<file path="config.mk">
export PLATFORM = sky130hd
export DESIGN_NAME = nn_phase_sequencer
export DESIGN_NICKNAME = d
export VERILOG_FILES = /design/src/rtl/nn_ctrl_pkg.sv /design/src/rtl/nn_phase_timer.sv /design/src/rtl/nn_phase_sequencer.sv
export SDC_FILE = /design/constraint.sdc
export NUM_CORES = 1
export LEC_CHECK = 0
export BUFFER_PORTS_ARGS = -buffer_cell sky130_fd_sc_hd__buf_2
export CAP_MARGIN = 20
export CORE_MARGIN = 4
export CORE_UTILIZATION = 55
export DETAILED_ROUTE_END_ITERATION = 6
export GPL_TIMING_DRIVEN = 1
export MAX_ROUTING_LAYER = met4
export PLACE_DENSITY = 0.78
export SLEW_MARGIN = 20
export SYNTH_ARGS = -nofsm -noshare
export SYNTH_HDL_FRONTEND = slang
export SYNTH_SLANG_ARGS = --single-unit
</file>
<file path="constraint.sdc">
create_clock -name clk -period 3 [get_ports clk]
set_input_delay 0.3 -clock clk [delete_from_list [all_inputs] [get_ports clk]]
set_output_delay 0.3 -clock clk [all_outputs]
set_load 0.1 [all_outputs]
</file>
<file path="src/rtl/nn_ctrl_pkg.sv">
// Shared definitions for the neural-network phase controller.
//   nn_state_e : sequencer state encoding (IDLE/FWD/BWD/DONE)
//   BITS       : Q8.8 datapath width shared with the neuron blocks
//   max_u      : elaboration-time maximum of two unsigned values
package nn_ctrl_pkg;

  localparam int unsigned BITS = 16;

  typedef enum logic [1:0] {
    StIdle,
    StFwd,
    StBwd,
    StDone
  } nn_state_e;

  function automatic int unsigned max_u(input int unsigned a, input int unsigned b);
    return (a > b) ? a : b;
  endfunction

endpackage

</file>
<file path="src/rtl/nn_phase_timer.sv">
// Loadable down-counter timing how long one layer's enable is held.
//   clk, rst_n : clock, async active-low reset
//   load       : load load_val (asserted on every layer entry)
//   load_val   : cycles-1 to hold the current enable
//   en         : counting enabled (sequencer is in a phase state)
//   expire     : one-cycle pulse during the last cycle of the phase
module nn_phase_timer #(
  parameter int unsigned W = 3
) (
  input  logic         clk,
  input  logic         rst_n,
  input  logic         load,
  input  logic [W-1:0] load_val,
  input  logic         en,
  output logic         expire
);

  logic [W-1:0] count_q;

  always_ff @(posedge clk or negedge rst_n) begin
    if (!rst_n) begin
      count_q <= '0;
    end else if (load) begin
      count_q <= load_val;
    end else if (en && (count_q != '0)) begin
      count_q <= count_q - W'(1);
    end
  end

  assign expire = en && (count_q == '0);

endmodule

</file>
<file path="src/rtl/nn_phase_sequencer.sv">
// Sequences forward/backward enables across LAYERS layers, SAMPLES samples and a
// run-time number of epochs. Train runs FWD 0..L-1 then BWD L-1..0 per sample;
// validate runs FWD only, one pass over all samples.
//   clk, rst_n      : clock, async active-low reset
//   tr, vl          : start training / validation (sampled in IDLE, tr wins)
//   abort           : terminate the current run without a done pulse
//   n_epochs        : training epochs, latched at start, 0 treated as 1
//   fp, bp          : one-hot forward / backward layer enables
//   sample, epoch   : current sample and epoch indices
//   mode_tr         : training run active
//   busy            : a phase enable is active
//   done            : one-cycle pulse at normal completion
module nn_phase_sequencer
  import nn_ctrl_pkg::*;
#(
  parameter int unsigned LAYERS  = 2,
  parameter int unsigned FP_CYC  = 4,
  parameter int unsigned BP_CYC  = 4,
  parameter int unsigned SAMPLES = 4,
  parameter int unsigned EPOCH_W = 8
) (
  input  logic                       clk,
  input  logic                       rst_n,
  input  logic                       tr,
  input  logic                       vl,
  input  logic                       abort,
  input  logic [EPOCH_W-1:0]         n_epochs,
  output logic [LAYERS-1:0]          fp,
  output logic [LAYERS-1:0]          bp,
  output logic [$clog2(SAMPLES):0]   sample,
  output logic [EPOCH_W-1:0]         epoch,
  output logic                       mode_tr,
  output logic                       busy,
  output logic                       done
);

  localparam int unsigned TW = $clog2(max_u(FP_CYC, BP_CYC)) + 1;
  localparam int unsigned LW = $clog2(LAYERS) + 1;
  localparam int unsigned SW = $clog2(SAMPLES) + 1;

  localparam logic [TW-1:0]     FpLoad     = TW'(FP_CYC - 1);
  localparam logic [TW-1:0]     BpLoad     = TW'(BP_CYC - 1);
  localparam logic [LW-1:0]     LastLayer  = LW'(LAYERS - 1);
  localparam logic [SW-1:0]     LastSample = SW'(SAMPLES - 1);
  localparam logic [LAYERS-1:0] OneHot0    = LAYERS'(1);

  nn_state_e          state_q, state_d;
  logic [LW-1:0]      layer_q, layer_d;
  logic [SW-1:0]      sample_q, sample_d;
  logic [EPOCH_W-1:0] epoch_q, epoch_d;
  logic [EPOCH_W-1:0] last_q, last_d;   // final epoch index of this run
  logic               mode_q, mode_d;

  logic          load, expire, adv, in_phase;
  logic [TW-1:0] load_val;

  assign in_phase = (state_q == StFwd) || (state_q == StBwd);

  nn_phase_timer #(
    .W (TW)
  ) u_timer (
    .clk      (clk),
    .rst_n    (rst_n),
    .load     (load),
    .load_val (load_val),
    .en       (in_phase),
    .expire   (expire)
  );

  always_ff @(posedge clk or negedge rst_n) begin
    if (!rst_n) begin
      state_q  <= StIdle;
      layer_q  <= '0;
      sample_q <= '0;
      epoch_q  <= '0;
      last_q   <= '0;
      mode_q   <= 1'b0;
    end else begin
      state_q  <= state_d;
      layer_q  <= layer_d;
      sample_q <= sample_d;
      epoch_q  <= epoch_d;
      last_q   <= last_d;
      mode_q   <= mode_d;
    end
  end

  always_comb begin
    state_d  = state_q;
    layer_d  = layer_q;
    sample_d = sample_q;
    epoch_d  = epoch_q;
    last_d   = last_q;
    mode_d   = mode_q;
    load     = 1'b0;
    load_val = FpLoad;
    adv      = 1'b0;

    unique case (state_q)
      StIdle: begin
        if (tr || vl) begin
          state_d  = StFwd;
          mode_d   = tr;
          layer_d  = '0;
          sample_d = '0;
          epoch_d  = '0;
          last_d   = (n_epochs == '0) ? '0 : n_epochs - EPOCH_W'(1);
          load     = 1'b1;
        end
      end
      StFwd, StBwd: begin
        if (abort) begin
          state_d  = StIdle;
          layer_d  = '0;
          sample_d = '0;
          epoch_d  = '0;
          mode_d   = 1'b0;
        end else if (expire) begin
          if (state_q == StFwd) begin
            if (layer_q != LastLayer) begin
              layer_d = layer_q + LW'(1);
              load    = 1'b1;
            end else if (mode_q) begin
              // Backward pass starts at the layer the forward pass ended on.
              state_d  = StBwd;
              load     = 1'b1;
              load_val = BpLoad;
            end else begin
              adv = 1'b1;
            end
          end else begin
            if (layer_q != '0) begin
              layer_d  = layer_q - LW'(1);
              load     = 1'b1;
              load_val = BpLoad;
            end else begin
              adv = 1'b1;
            end
          end
        end
      end
      StDone:  state_d = StIdle;
      default: state_d = StIdle;
    endcase

    // Sample/epoch advance; sample and epoch are left at their final values on DONE.
    if (adv) begin
      layer_d = '0;
      if (sample_q != LastSample) begin
        sample_d = sample_q + SW'(1);
        state_d  = StFwd;
        load     = 1'b1;
      end else if (mode_q && (epoch_q != last_q)) begin
        sample_d = '0;
        epoch_d  = epoch_q + EPOCH_W'(1);
        state_d  = StFwd;
        load     = 1'b1;
      end else begin
        state_d = StDone;
        mode_d  = 1'b0;
      end
    end
  end

  always_comb begin
    fp = '0;
    bp = '0;
    if (state_q == StFwd) fp = OneHot0 << layer_q;
    if (state_q == StBwd) bp = OneHot0 << layer_q;
  end

  assign sample  = sample_q;
  assign epoch   = epoch_q;
  assign mode_tr = mode_q && in_phase;
  assign busy    = in_phase;
  assign done    = (state_q == StDone);

endmodule

</file>
==> results of run 1 <==
==> per-stage QoR <==
stage / instances / area, um2 / setup WS [ps] / hold slack [ps]
3_5_place_dp: 263 / 1922 / 689.6 / 333.5
2_1_floorplan: 192 / 1727 / 358.3 / 4.409
6_report: 268 / 1958 / 643.8 / 237.8
4_1_cts: 268 / 1958 / 659.5 / 226.3
5_1_grt: 268 / 1958 / 502.6 / 227.6
3_3_place_gp: 263 / 1922 / 775.1 / 331.2
==> cell usage after synthesis, drive strengths merged (2+ instances only) <==
cell,count,area [um2]
dfrtp,27,675.7
nand2,23,86.33
o21ai,19,95.09
inv,17,63.81
a21oi,13,76.33
ha,12,150.1
xnor2,12,105.1
nand3,8,40.04
nor3,7,35.03
and2,5,31.28
nor2,5,18.77
or3,5,31.28
mux2,3,33.78
mux2i,3,30.03
nand4,3,18.77
buf,2,10.01
clkbuf,2,7.510
nand2b,2,15.02
nand3b,2,27.53
nor2b,2,12.51
nor4,2,12.51
o32ai,2,17.52
or2,2,12.51
xor2,2,17.52
==> sequential cells by signal (all words and copies together), names as in the netlist <==
name	count
last_q	8
state_q	2
sample	3
epoch	8
mode_q	1
u_timer.count_q	3
layer_q	2
==> cell type report <==
type / count / share of cell area, %
Timing Repair Buffer: 32 / 8.562
Sequential cell: 27 / 34.50
Clock buffer: 4 / 1.342
Tap cell: 44 / 2.811
Inverter: 17 / 3.259
Multi-Input combinational cell: 144 / 49.52
==> routing by layer <==
metal	track usage (%)	vias to the layer above	routed length [um]	share of wire, %
met2	28.00	24	1470	44
met5	-	-	0	0
met4	1.617	0	7	0.21
met3	3.691	2	105	3.2
met1	26.15	648	1747	52
li1	-	732	-	-
==> path summary, 6_finish.rpt <==
check                                        from                endpoint  cells past startpoint
hold / removal                        n_epochs[0]   last_q[0]$_DFFE_PN0P_                      2
min in group asynchronous                   rst_n        mode_q$_DFF_PN0_                      2
max in group asynchronous                   rst_n  state_q[1]$_DFFE_PN0P_                      2
hold reg to reg             last_q[7]$_DFFE_PN0P_   last_q[7]$_DFFE_PN0P_                      2
setup / recovery           state_q[0]$_DFFE_PN0P_      epoch[5]$_DFF_PN0_                      7
setup reg to reg           state_q[0]$_DFFE_PN0P_      epoch[5]$_DFF_PN0_                      7
==> repair_timing <==
item | 4_1_cts | 5_1_grt
gates resized for setup | 0 | 0
endpoints found under the setup margin | 0 | 0
endpoints found under the hold margin | 27 | 0
hold buffers | 1 | 0
==> power groups by stage <==
stage	logic, mW	clock network, mW	registers (mW)
3_5_place_dp	1.06	0	0.555
6_report	1.06	0.150	0.547
3_3_place_gp	1.06	0	0.550
5_1_grt	1.17	0.174	0.559
4_1_cts	1.06	0.160	0.547
2_1_floorplan	0.857	0	0.551
==> kinds of logic after synthesis <==
logic type	after synthesis	share of synthesized area [%]
buffers and inverters	21	4.710
adder cells (fa/ha/maj)	12	8.695
XOR/XNOR	14	7.102
AO/OA/AOI/OAI	43	15.51
multiplexers	6	3.696
AND/OR/NAND/NOR	69	21.16
flip-flops	27	39.13
==> summary.txt, run 1 <==
Layout
  – Multi-input gate area: 969.7 um2
  – Fillcell total: 286
  – Share of layout cells above drive strength 1: 20.09%
  – Most common cell after layout, fill and taps aside: buf_2
  – Ant diodes: 0
  – # nets final: 250
  – Post-route core utilization: 64.67%
  – Register Area: 675.6 um2
  – Commonest non-fill, non-tap cells in the layout: buf_2 (30), dfrtp_1 (27), nand2_1 (23), o21ai_0 (19), inv_1 (17)
  – Syn-to-layout area delta: 13.41%

Logic synthesis
  – Syn avg cell area: 8.993 um2
  – Most common flop cell mapped by yosys: dfrtp_1
  – Fraction of registers with async set/reset: 100.0%
  – Gate Count Post-Synth: 192
  – #FFs+latches synth: 27
  – Sequential area share after synthesis: 39.13%
  – Synthesized Nets: 217
  – Unique cell type count in the Yosys netlist: 39
  – Post-synth EDFFs: 0
  – Synth Warn #: 0
  – Post-Syn Area: 1727 um2

Setup path
  – Reg2Reg Setup Slack: 640 ps
  – Critical-path maximum fanout: 14
  – Cell family with the largest share of critical-path delay: simple AND/OR/NAND/NOR gates
  – Critical-path top delay cell: or4_1
  – CP cell instances: inv_1, ha_1, nand3b_1, a21oi_4, o2111ai_2, or4_1, a21oi_1
  – Setup CP Type: reg2reg
  – CP arrival: 2610 ps
  – CP Buf/Inv Count: 1
  – Worst path max stage delay: 560 ps
  – Endpoint required time on the critical path: 3250 ps
  – Worst Setup End Kind: flip-flop
  – CP Launch Type: flip-flop

CTS
  – Worst-Skew Late Latency: 320 ps
  – CTS clk-pin slew, worst paths: 140 ps
  – CTS tree: done
  – Post-CTS setup buffer count: 0
  – Total CTS buffers: 3
  – Max clock buf depth: 2
  – Sink Count: 27
  – Clock Root Buffer: clkbuf_4
  – H-tree level count: 1

Power and ir drop
  – Pwr dens: 898.9 nW/um2
  – LEAKAGE: 0.9135 nW
  – Peak VDD IR: 0.0007664 V
  – Comb power frac: 60.4%
  – Sequential Power Share: 31.0%
  – Switching Share: 51.20%
  – Internal: 0.8590 mW
  – Tot Pwr: 1.760 mW
  – Switching pwr: 0.9012 mW
  – Clock power frac: 8.5%

Floorplan
  – Top Ports: 31
  – Chip Width: 64.03 um
  – Placeable core area: 3028 um2
  – Initial Utilization: 57.02%
  – Die area: 4100 um2
  – Die Height: 64.03 um
  – Cell Rows: 20

Timing
  – Final Hold Fails: 0
  – Fmax achieved: 424.4 MHz
  – Worst Skew: 8.426 ps
  – Final worst path period share: 78.54%
  – Post-route minimum period: 2356 ps
  – Final setup violation count: 0
  – RSZ-0062 raised after global routing: no
  – Max-slew violation count: 0
  – Slew @ Worst Pin: 571.4 ps
  – Total negative slack: 0 ps
  – Relative slew slack: 61.90%

Placement
  – RePlAce Congestion: 0.9486
  – IO buf count: 30
  – Post-DP HPWL: 2.678 mm

Global routing
  – Total GRT Usage: 18.30%
  – Largest net degree at the start of global routing: 28
  – Global route overflow: 0
  – First-pass GRT wire length: 6.023 mm
  – Vias in the first global route: 1348
  – Initial antenna violation count: 0

Detailed routing
  – DR DRC count: 0
  – DRT iter0 DRCs: 77
  – Vias: 1406
  – Vias per cell: 5.246
  – Iteration count of the initial detailed-routing pass: 4
  – Mean routed wirelength per cell: 12.43 um
  – Final wirelength: 3.331 mm
  – Post-route ant nets: 0

Run status
  – Status: finished clean

Run
  – Max-cap violations: 0

Worst hold path
  – Worst hold path type: in2reg
Power figures use the tool's default switching activity.
==> run 2, diff against run 1 <==
--- a/config.mk
+++ b/config.mk
@@ -5,6 +5,7 @@
 export SDC_FILE = /design/constraint.sdc
 export NUM_CORES = 1
 export LEC_CHECK = 0
+export ABC_AREA = 1
 export BUFFER_PORTS_ARGS = -buffer_cell sky130_fd_sc_hd__buf_2
 export CAP_MARGIN = 20
 export CORE_MARGIN = 4
@@ -12,7 +13,7 @@
 export DETAILED_ROUTE_END_ITERATION = 6
 export GPL_TIMING_DRIVEN = 1
 export MAX_ROUTING_LAYER = met4
-export PLACE_DENSITY = 0.78
+export PLACE_DENSITY = 0.77
 export SLEW_MARGIN = 20
 export SYNTH_ARGS = -nofsm -noshare
 export SYNTH_HDL_FRONTEND = slang
==> constraint.sdc (replaced) <==
create_clock -name clk -period 2.4 [get_ports clk]
set_input_delay 0.24 -clock clk [delete_from_list [all_inputs] [get_ports clk]]
set_output_delay 0.24 -clock clk [all_outputs]
set_load 0.1 [all_outputs]
==> summary.txt, run 2 <==
Placement
  – IO buf count: 30 (unchanged)
  – Inst Count DP: 325 (+24%)
  – RePlAce Congestion: 0.8623 (-9.1%)
  – Post-DP HPWL: 2.882 mm (+7.6%)

Setup path
  – Setup CP Type: reg2out
  – Worst Setup End Kind: primary output
  – CP Launch Type: flip-flop
  – Endpoint required time on the critical path: 2160 ps (-1090 ps)
  – CP arrival: 1800 ps (-810 ps)
  – Critical-path maximum fanout: 7 (-7)

Global routing
  – First-pass GRT wire length: 6.423 mm (+6.6%)
  – Largest net degree at the start of global routing: 28 (unchanged)
  – Vias in the first global route: 1540 (+14%)
  – Global route overflow: 0 (unchanged)
  – Initial antenna violation count: 0 (unchanged)
  – Total GRT Usage: 19.02% (+0.72 points)

Logic synthesis
  – Post-synth EDFFs: 0 (unchanged)
  – #FFs+latches synth: 27 (unchanged)
  – Sequential area share after synthesis: 36.07% (-3.1 points)
  – Post-synth top cells: nand2_1 (72), inv_1 (45), dfrtp_1 (27)
  – Synth area leader: dfrtp_1
  – Synthesized Nets: 277 (+28%)
  – Synth Warn #: 0 (unchanged)
  – Most common flop cell mapped by yosys: dfrtp_1
  – Unique cell type count in the Yosys netlist: 30 (-23%)
  – Syn avg cell area: 7.433 um2 (-17%)
  – Area contributors post-synth: dfrtp_1 (36%), nand2_1 (14%), inv_1 (9.0%)
  – Gate Count Post-Synth: 252 (+31%)
  – Top-count cell post-synth: nand2_1
  – Fraction of registers with async set/reset: 100.0% (unchanged)
  – Yosys top cell area share: 36.07% (-3.1 points)
  – Post-Syn Area: 1873 um2 (+8.5%)

Floorplan
  – Cell Rows: 20 (unchanged)
  – Placeable core area: 3153 um2 (+4.1%)
  – Die Height: 66.36 um (+3.6%)
  – Die area: 4403 um2 (+7.4%)
  – Chip Width: 66.36 um (+3.6%)
  – Initial Utilization: 59.40% (+2.4 points)
  – Top Ports: 31 (unchanged)

Detailed routing
  – Final wirelength: 3.650 mm (+9.6%)
  – Iteration count of the initial detailed-routing pass: 4 (unchanged)
  – DRT iter0 DRCs: 105 (+36%)
  – Vias: 1599 (+14%)
  – Mean routed wirelength per cell: 11.06 um (-11%)
  – Vias per cell: 4.845 (-7.6%)
  – Post-route ant nets: 0 (unchanged)
  – DR DRC count: 0 (unchanged)

Timing
  – Post-route minimum period: 2035 ps
  – Max-slew violation count: 0 (unchanged)
  – Worst Skew: 10.74 ps (+2.312 ps)
  – Fmax achieved: 491.3 MHz
  – Relative slew slack: 46.93% (-15 points)
  – Final setup violation count: 0 (unchanged)
  – RSZ-0062 raised after global routing: no
  – Final worst path period share: 84.81%
  – Slew @ Worst Pin: 790.8 ps (+219.4 ps)
  – Total negative slack: 0 ps (unchanged)
  – Final Hold Fails: 0 (unchanged)

CTS
  – Max clock buf depth: 2 (unchanged)
  – H-tree level count: 1 (unchanged)
  – CTS tree: done
  – Sink Count: 27 (unchanged)
  – Clock Root Buffer: clkbuf_4
  – CTS clk-pin slew, worst paths: 160 ps (+20 ps)
  – Total CTS buffers: 3 (unchanged)
  – Post-CTS setup buffer count: 0 (unchanged)
  – Worst-Skew Late Latency: 330 ps (about the same)

Power and ir drop
  – Peak VDD IR: 0.0006297 V (-18%)
  – Pwr dens: 1115 nW/um2 (+24%)
  – LEAKAGE: 1.221 nW (+34%)
  – Tot Pwr: 2.357 mW (+34%)

Layout
  – # nets final: 312 (+25%)
  – Ant diodes: 0 (unchanged)
  – Syn-to-layout area delta: 12.83%
  – Share of layout cells above drive strength 1: 17.48% (-2.6 points)
  – Non-Filler Instances: 330 (+23%)
  – Fillcell total: 282 (-1.4%)
  – Commonest non-fill, non-tap cells in the layout: nand2_1 (72), inv_1 (45), buf_2 (30), dfrtp_1 (27), nor2_1 (19)
  – Register Area: 675.6 um2 (unchanged)
  – Most common cell after layout, fill and taps aside: nand2_1
  – Multi-input gate area: 1008 um2 (+4.0%)

Run
  – Max-cap violations: 0 (unchanged)

Worst hold path
  – Worst hold path type: in2reg

Run status
  – Status: finished clean
-- run 2: per-stage QoR --
step | hold WS, ps | worst slack [ps] | area, um2 | utilization (%)
floorplan | -55.59 | 54.18 | 1873 | -
global placement | 292.2 | 555.7 | 2073 | 65.75
detailed placement | 292.8 | 445.3 | 2073 | 65.75
CTS | 70.99 | 358.9 | 2113 | 67.02
global route | 70.62 | 197.5 | 2113 | 67.02
finish | 81.94 | 364.7 | 2113 | 67.02
-- run 2: layout make-up --
type / instances / share of cell area, %
Clock buffer: 3 / 1.066
Sequential cell: 27 / 31.97
Clock inverter: 1 / 0.3552
Multi-Input combinational cell: 175 / 47.72
Timing Repair Buffer: 31 / 7.578
Tap cell: 44 / 2.605
Inverter: 49 / 8.703
-- run 2: path summary, 6_finish.rpt --
kind | from | endpoint | slack (ps) | cells after the start
max in group asynchronous | rst_n | state_q[1]$_DFFE_PN0P_ | 1570 | 2
worst max register to register | state_q[1]$_DFFE_PN0P_ | epoch[7]$_DFF_PN0_ | 410 | 10
worst max-delay path | state_q[1]$_DFFE_PN0P_ | mode_tr | 360 | 5
worst min-delay path | n_epochs[0] | last_q[0]$_DFFE_PN0P_ | 80 | 2
worst min register to register | layer_q[1]$_DFFE_PN0P_ | layer_q[1]$_DFFE_PN0P_ | 500 | 2
min in group asynchronous | rst_n | last_q[0]$_DFFE_PN0P_ | 430 | 2
-- run 2: power breakdown --
group	internal [mW]	total (mW)	switching, mW
registers	0.582	0.660	0.0783
logic	0.411	1.49	1.08
clock network	0.0639	0.208	0.144
total	1.06	2.36	1.30
-- run 2: logic make-up after synthesis --
group | share of synthesized area, %
AOI/OAI and AO/OA | 7.080
xor gates and xnor gates | 7.014
adders and majority gates | 8.016
buffers and inverters | 10.09
DFF | 36.07
muxes | 0.6012
and+or+nand+nor | 31.13
-- run 2: metal layers --
layer / GRT usage, % / routed length [um]
met5: - / 0
met4: 4.569 / 29
met2: 32.71 / 1743
met3: 2.041 / 135
met1: 23.98 / 1741
-- run 2: repair_timing --
action | 4_1_cts | 5_1_grt
endpoints found under the hold margin | 27 | 0
resized for setup | 0 | 0
endpoints found under the setup margin | 0 | 0
hold buffers | 1 | 0
-- run 2: critical path, cell delays in order, from the launching register on --
cell and delay, ps:
dfrtp_1 420, inv_1 90, ha_1 400, nand2_1 80, inv_1 60, buf_2 410
